<file path="config.mk">
export PLATFORM = sky130hd
export DESIGN_NAME = spi_tx_arbiter
export DESIGN_NICKNAME = d
export VERILOG_FILES = /design/src/rtl/spi_tx_arbiter.sv
export SDC_FILE = /design/constraint.sdc
export NUM_CORES = 1
export LEC_CHECK = 0
export ABC_AREA = 1
export CAP_MARGIN = 20
export CORE_MARGIN = 5
export CORE_UTILIZATION = 25
export CTS_CLUSTER_DIAMETER = 100
export CTS_CLUSTER_SIZE = 12
export DETAILED_ROUTE_END_ITERATION = 8
export SLEW_MARGIN = 20
export SYNTH_ARGS = -nofsm -noshare
export SYNTH_HDL_FRONTEND = slang
export SYNTH_SLANG_ARGS = --single-unit
</file>
<file path="constraint.sdc">
create_clock -name CLK_1KHZ -period 3.1 [get_ports CLK_1KHZ]
set_input_delay 0.93 -clock CLK_1KHZ [delete_from_list [all_inputs] [get_ports CLK_1KHZ]]
set_output_delay 0.93 -clock CLK_1KHZ [all_outputs]
set_load 0.02 [all_outputs]
</file>
<file path="src/rtl/spi_tx_arbiter.sv">
// spi_tx_arbiter
// Round-robin arbiter that hands one byte at a time from three requesters
// to a single SPI master. A grant launches the byte with a START pulse. The
// block then waits for SPI_DONE, or gives up after TIMEOUT_CYC cycles.
module spi_tx_arbiter #(
  parameter int unsigned TIMEOUT_CYC = 16
) (
  input  logic       CLK_1KHZ,
  input  logic       RESET,
  input  logic [2:0] REQ,
  input  logic [7:0] DATA0,
  input  logic [7:0] DATA1,
  input  logic [7:0] DATA2,
  output logic [2:0] ACK,
  input  logic       SPI_BUSY,
  input  logic       SPI_DONE,
  output logic [7:0] DATA,
  output logic       START,
  output logic [1:0] GRANT_ID,
  output logic       TX_OK,
  output logic       TX_ERR
);

  typedef enum logic {
    ST_IDLE = 1'b0,
    ST_WAIT = 1'b1
  } state_t;

  // Timer value on which a transfer that is still waiting is aborted.
  localparam logic [7:0] TIMEOUT_LAST = 8'(TIMEOUT_CYC - 1);

  state_t     r_state;
  logic [7:0] r_timer;
  logic [1:0] r_last;
  logic [7:0] r_data;
  logic [1:0] r_grant_id;
  logic       r_start;
  logic [2:0] r_ack;
  logic       r_tx_ok;
  logic       r_tx_err;

  logic [3:0] w_req4;
  logic [1:0] w_cand0;
  logic [1:0] w_cand1;
  logic [1:0] w_cand2;
  logic [1:0] w_sel;
  logic       w_any;
  logic [7:0] w_sel_data;

  // Next index in the 0 -> 1 -> 2 -> 0 rotation.
  function automatic logic [1:0] rr_next(input logic [1:0] idx);
    return (idx >= 2'd2) ? 2'd0 : idx + 2'd1;
  endfunction

  // The request vector is padded to four bits so that any 2-bit index is in range.
  assign w_req4  = {1'b0, REQ};
  assign w_cand0 = rr_next(r_last);
  assign w_cand1 = rr_next(w_cand0);
  assign w_cand2 = rr_next(w_cand1);
  assign w_any   = |REQ;

  // Round-robin pick: the first asserted request after the last winner.
  always_comb begin
    // NOTE: every signal gets a default first, so a path that assigns nothing cannot infer a latch.
    w_sel = w_cand2;
    if (w_req4[w_cand1]) w_sel = w_cand1;
    if (w_req4[w_cand0]) w_sel = w_cand0;
  end

  // Byte offered by the selected requester.
  always_comb begin
    w_sel_data = DATA2;
    case (w_sel)
      2'd0:    w_sel_data = DATA0;
      2'd1:    w_sel_data = DATA1;
      default: w_sel_data = DATA2;
    endcase
  end

  // Grant / wait state machine. All outputs are registered.
  // NOTE: this block holds state, so it uses non-blocking assignments only. Each register then sees the values from before the edge.
  always_ff @(posedge CLK_1KHZ or posedge RESET) begin
    if (RESET) begin
      r_state    <= ST_IDLE;
      r_timer    <= 8'd0;
      r_last     <= 2'd2;
      r_data     <= 8'h00;
      r_grant_id <= 2'd0;
      r_start    <= 1'b0;
      r_ack      <= 3'b000;
      r_tx_ok    <= 1'b0;
      r_tx_err   <= 1'b0;
    end else begin
      // Pulse outputs fall back to zero unless this edge raises them.
      r_start  <= 1'b0;
      r_ack    <= 3'b000;
      r_tx_ok  <= 1'b0;
      r_tx_err <= 1'b0;

      case (r_state)
        ST_IDLE: begin
          // SPI_DONE is ignored here. Requests wait while the master is busy.
          if (w_any && !SPI_BUSY) begin
            r_state    <= ST_WAIT;
            r_data     <= w_sel_data;
            r_grant_id <= w_sel;
            r_last     <= w_sel;
            r_start    <= 1'b1;
            r_ack      <= 3'b001 << w_sel;
            r_timer    <= 8'd0;
          end
        end

        ST_WAIT: begin
          // Completion has priority over a timeout on the same edge.
          if (SPI_DONE) begin
            r_tx_ok <= 1'b1;
            r_state <= ST_IDLE;
          end else if (r_timer == TIMEOUT_LAST) begin
            r_tx_err <= 1'b1;
            r_state  <= ST_IDLE;
          end else if (r_timer != 8'hFF) begin
            r_timer <= r_timer + 8'd1;
          end
        end

        default: r_state <= ST_IDLE;
      endcase
    end
  end

  assign DATA     = r_data;
  assign GRANT_ID = r_grant_id;
  assign START    = r_start;
  assign ACK      = r_ack;
  assign TX_OK    = r_tx_ok;
  assign TX_ERR   = r_tx_err;

endmodule

</file>
==> Word level (Yosys, flattened, before mapping) <==
Cells that the tools add are included.
{ "totals": {"word_cells": 60, "register_bits": 27, "latchBits": 0, "output_inout_bits": 16, "in_bits": 31, "mem_count": 0, "mem_bits_rw": 0, "rom_bits": 0} }
{ "op_classes": {"mux": 27, "div_mod_pow": 0, "bitwise_logic": 1, "shift": 1, "n_eq_ne": 7, "mul": 0, "n_addsub": 4, "n_lt_le_gt_ge": 5, "n_reduce_logical": 6} }
{ "op_table": {"columns": ["operator", "count"], "rows": [
  ["2-to-1 mux 8 bit", 4],
  ["case mux 8 bit (2 select lines)", 2],
  ["2-to-1 mux 1 bit", 11],
  ["2-to-1 mux 2 bit", 5],
  ["adder 8 x 1 -> 8 bit, second input constant", 1],
  ["equality test 8 x 4 -> 1 bit, second input constant", 1],
  ["inequality test 8 bit, second input constant", 1],
  ["adder 2 x 1 -> 2 bit, second input constant", 3],
  ["greater-or-equal comparator 2 bit, second input constant", 3],
  ["< comparator 2 x 3 -> 1 bit, second input constant", 2],
  ["2-to-1 mux 3 bit", 2],
  ["inequality test 2 bit, second input constant", 3],
  ["binary-select mux 1 bit (select 2 bit)", 2],
  ["AND reduction 4 bit", 1],
  ["OR reduction 3 bit", 1],
  ["left shift 1 x 2 -> 3 bit, first input constant", 1],
  ["equality test 2 x 1 -> 1 bit, second input constant", 1],
  ["logical NOT 2 bit", 1],
  ["inequality test 2 x 1 -> 1 bit, second input constant", 1],
  ["case mux 1 bit (2 select lines)", 1],
  ["AND reduction 2 bit", 1],
  ["logical AND 1 bit", 1],
  ["logical NOT 1 bit", 1],
  ["NOT 1 bit", 1]
]} }

==> Logic depth before layout (Yosys ltp) <==
{ "depth": {"ltp_word": 11, "mapped_depth": 11, "depth_no_buf": 11} }

==> Worst setup path before layout <==
OpenSTA, ideal clock, no wires.
{ "synth_path": {"kind": "input -> register", "startpoint": "input REQ[0]", "endpoint": "register r_timer[2]", "n_path_buf": 2, "arrival_time_ns": 1.726, "setup_ns": 0.074, "required_time_ns": 3.026, "stages": 9, "path_slack_ns": 1.300, "cell_sequence": "nor2_1 > nand2_1 > nand3_1 > clkbuf_8 > nand2_1 > nand2_2 > buf_6 > nand2_1 > o21ai_2"} }
{ "synth_via": {"elab_chain_cells": 4} }
{ "synth_rtl": {"columns": ["element", "line", "source"], "rows": [
  ["start: declaration", "10", "input logic [2:0] REQ,"],
  ["OR reduction 3 bit", "60", "assign w_any = |REQ;"],
  ["logical AND 1 bit", "103", "if (w_any && !SPI_BUSY) begin"],
  ["inequality test 2 bit (no source line)", null, null],
  ["AND reduction 4 bit (no source line)", null, null],
  ["end signal: assignment", "123", "r_timer <= r_timer + 8'd1;"],
  ["end: declaration", "33", "logic [7:0] r_timer;"]
]} }
Every way passes these cells.
A chain may end at the register's enable or synchronous reset.

==> Worst setup path in the final report <==
{ "layout_path": {"startpoint": "input REQ[1]", "endpoint": "register r_data[0] (netlist: DATA[0])"} }
{ "layout_via": {"elab_chain_cells": 6, "elab_cells_between_ends": 12, "classes_between": "1 x eq/ne; 7 x mux; 4 x reduce/logical"} }
{ "layout_rtl": {"columns": ["element", "line", "source"], "rows": [
  ["binary-select mux 1 bit (select 2 bit)", "66", "if (w_req4[w_cand1]) w_sel = w_cand1;"],
  ["2-to-1 mux 1 bit (implied by the code)", "66", null],
  ["2-to-1 mux 2 bit", "66", null],
  ["2-to-1 mux 2 bit", "67", "if (w_req4[w_cand0]) w_sel = w_cand0;"],
  ["equality test 2 x 1 -> 1 bit / logical NOT 2 bit (equally long branches)", "73", "case (w_sel)"],
  ["case mux 8 bit (2 select lines)", "73", null],
  ["end signal: assignment", "105", "r_data <= w_sel_data;"],
  ["end: declaration", "35", "logic [7:0] r_data;"]
]} }
Parallel ways exist; a longest one is shown, timed or not. The select of a mux whose other input is x is not followed.

==> flow_metrics.py <==
metrics = {
    "synth": {
        "yosysTopAreaCellShare": 0.4476,
        "yosysWarningCount": 0,
        "synth_top_family_by_area": "simple AND/OR/NAND/NOR gates",
        "syn_inst": 190,
        "avgSynthCellArea_um2": 7.356,
        "ys_ff_latch": 26,
        "synth_flop_cell": "dfrtp_1",
        "synth.distinct_cells": 23,
        "yosysMostFrequentCell": "nand2_1",
        "seq_area_frac_synth": 0.4664,
        "synth_area_um2": 1398,
        "synth_xor_xnor_area_share": 0.02507,
        "synth_fp_nets": 222,
        "ys_async_sr_fraction": 1.000,
        "synthAdderAreaFrac": 0.008953,
        "synthSimpleGateAreaFrac": 0.3474,
        "synthTopCellsByCount": "nand2_1, dfrtp_1, nor2_1, inv_1, nand3_1",
        "yosysTopAreaCell": "dfrtp_1",
        "synthTopCellsByArea": "dfrtp_1, nand2_1, nor2_1",
        "synthMuxAreaShare": 0,
        "synth_edf_count": 0,
        "synth-compound-area-share": 0.05819,
    },
    "cts": {
        "htreeDepth": 1,
        "cts_buffers": 3,
        "clk_path_buf_depth": 2,
        "cts_setup_buffers": 0,
        "cts.clk_slew.worst_paths_ns": 0.09,
        "root_buffer": "clkbuf_8",
        "cts_sinks": 26,
        "cts_resized": 0,
        "cts_tree": "yes",
        "cts_hold_buf": 0,
        "insertion_delay_ns": 0.27,
    },
    "layout": {
        "n_antenna_cell": 0,
        "instances_no_fill": 311,
        "nNetsFinal": 272,
        "final_util": 0.3633,
        "drive_gt1_frac": 0.08368,
        "area_delta_synth_final_pct": 42.26,
    },
    "power": {
        "p_total_mw": 1.358,
        "powerDensity_nw_per_um2": 682.8,
        "ir_drop_uv": 277.9,
        "p_leak_nw": 0.9703,
    },
    "setup_path": {
        "crit_start": "REQ[1]",
        "r2r-end": "r_timer[7]",
        "worst_setup_path_end_kind": "register",
        "cp.required_ns": 3.32,
        "r2r_slack_ns": 1.41,
        "crit_path_end": "DATA[0]",
        "start_kind": "primary input",
        "crit_fanout": 9,
        "critical_path_class": "in -> reg",
        "r2r_start": "r_timer[1]",
        "crit_arrival_ns": 2.48,
        "r2r_cells": 10,
    },
    "global_route": {
        "grt_max_degree": 15,
        "grt_pass1_wl_um": 5885,
        "grt.overflow.total": 0,
        "grt_usage": 0.1004,
        "antenna_found_initial": 0,
        "grt_pass1_vias": 1271,
    },
    "drt": {
        "drc": 0,
        "finalWirelength_um": 3487,
        "ant_nets": 0,
        "drtPass1Iterations": 4,
        "drt_iter0_markers": 68,
        "viasPerCell": 4.164,
        "wl_per_cell_um": 11.21,
        "detailroute.via_count": 1295,
    },
    "sta": {
        "timing.fmax_mhz": 440.9,
        "max_slew_margin": 0.6615,
        "maxSlewViolCount": 0,
        "period_share": 0.7317,
        "finalSetupTns_ns": 0,
        "finalHoldViolations": 0,
        "rsz0062_at_grt": "no",
        "setup_viol": 0,
        "finClkSkew_ns": 0.003917,
        "tightest_slew_ns": 0.5072,
        "period_needed_ns": 2.268,
        "fin_ws_ns": 0.8317,
    },
    "place": {
        "dpl_worst_slack_ns": 0.5593,
        "dpl.cell_count": 307,
        "portBuffers": 46,
        "dpl.hpwl_um": 2759,
        "gp_congestion": 0.7690,
    },
    "job": {
        "cap_violations": 0,
    },
    "floorplan": {
        "start_util": 0.2554,
        "rows": 27,
        "ios": 47,
        "coreArea_um2": 5473,
        "die_area_um2": 7186,
        "fp.dieH_um": 84.77,
        "fp.dieW_um": 84.77,
    },
    "min_path": {
        "min_path_type": "reg -> reg",
    },
    "status": {
        "status": "finished clean",
    },
}
-- metal layers --
metal / wire length [µm] / track usage / vias up
li1: - / - / 674
met3: 252 / 0.03533 / 4
met5: 0 / 0 / -
met4: 29 / 0.02158 / 0
met2: 1554 / 0.1609 / 37
met1: 1650 / 0.1307 / 580
-- cell families after synthesis --
family / Yosys count
AO/OA/AOI/OAI: 12
XOR/XNOR: 4
adder cells (fa/ha/maj): 1
buffers and inverters: 29
flip-flops: 26
AND/OR/NAND/NOR: 118
-- how the worst min path moves through the flow --
stage | from | endpoint | slack, ns | cells past startpoint
after detailed placement | GRANT_ID[1] | GRANT_ID[1] | 0.47 | 2
final | GRANT_ID[1] | GRANT_ID[1] | 0.49 | 2
after CTS | GRANT_ID[1] | GRANT_ID[1] | 0.50 | 2
after floorplan | r_timer[6] | r_timer[6] | 0.50 | 2
after global routing | GRANT_ID[1] | GRANT_ID[1] | 0.52 | 2
after global placement | GRANT_ID[1] | GRANT_ID[1] | 0.48 | 2
-- per-stage QoR --
| step | hold WS (ns) | cell area, µm² |
|---|---|---|
| floorplan | 0.5004 | 1398 |
| global placement | 0.4794 | 1933 |
| detailed placement | 0.4749 | 1933 |
| CTS | 0.4972 | 1988 |
| global route | 0.5172 | 1988 |
| finish | 0.4929 | 1988 |
-- worst max-delay path, cell delays in order --
cell and delay, ns:
clkdlybuf4s50_1 0.53, nor2_1 0.06, nand2_1 0.05, nand3_1 0.15
inv_1 0.27, nand2_1 0.16, inv_1 0.14, nand2_1 0.06
nand2_1 0.05, inv_1 0.04, nand2_1 0.05
-- area by class of cell --
| type | count | area (µm²) |
|---|---|---|
| Inverter | 25 | 93.84 |
| Timing Repair Buffer | 49 | 483.0 |
| Multi-Input combinational cell | 135 | 614.3 |
| Fill cell | 595 | 3485 |
| Sequential cell | 26 | 651.9 |
| Tap cell | 72 | 90.09 |
| Clock buffer | 4 | 55.05 |
-- cell usage in the layout, fill, tap and decap left out --
master,Yosys,layout
clkbuf_8,1,4
nand3_1,14,14
buf_4,1,3
a21oi_1,2,2
nor2_2,1,1
inv_1,22,22
nand4_1,2,2
o21ai_2,5,5
clkdlybuf4s50_1,0,46
inv_2,3,3
o21bai_1,1,1
dfrtp_1,25,25
or2_4,1,1
nor2_1,25,25
nand2_2,1,1
nand2_1,71,71
nor3_1,2,2
nor2_4,1,1
xor2_1,4,4
ha_1,1,1
dfstp_2,1,1
o21ai_0,4,4
-- where the power goes --
part	leakage, nW	internal (mW)	switching [mW]	total, mW
clock	0.0288	0.114	0.105	0.219
sequential	0.333	0.436	0.0658	0.501
combinational	0.608	0.273	0.365	0.637
-- state kept, by name (all words and copies together), names as in the netlist --
register	cells
r_last	2
TX_OK	1
r_state	1
TX_ERR	1
GRANT_ID	1
ACK	3
START	1
r_timer	8
DATA	8
Note: power is estimated with default switching activity, not from simulation.
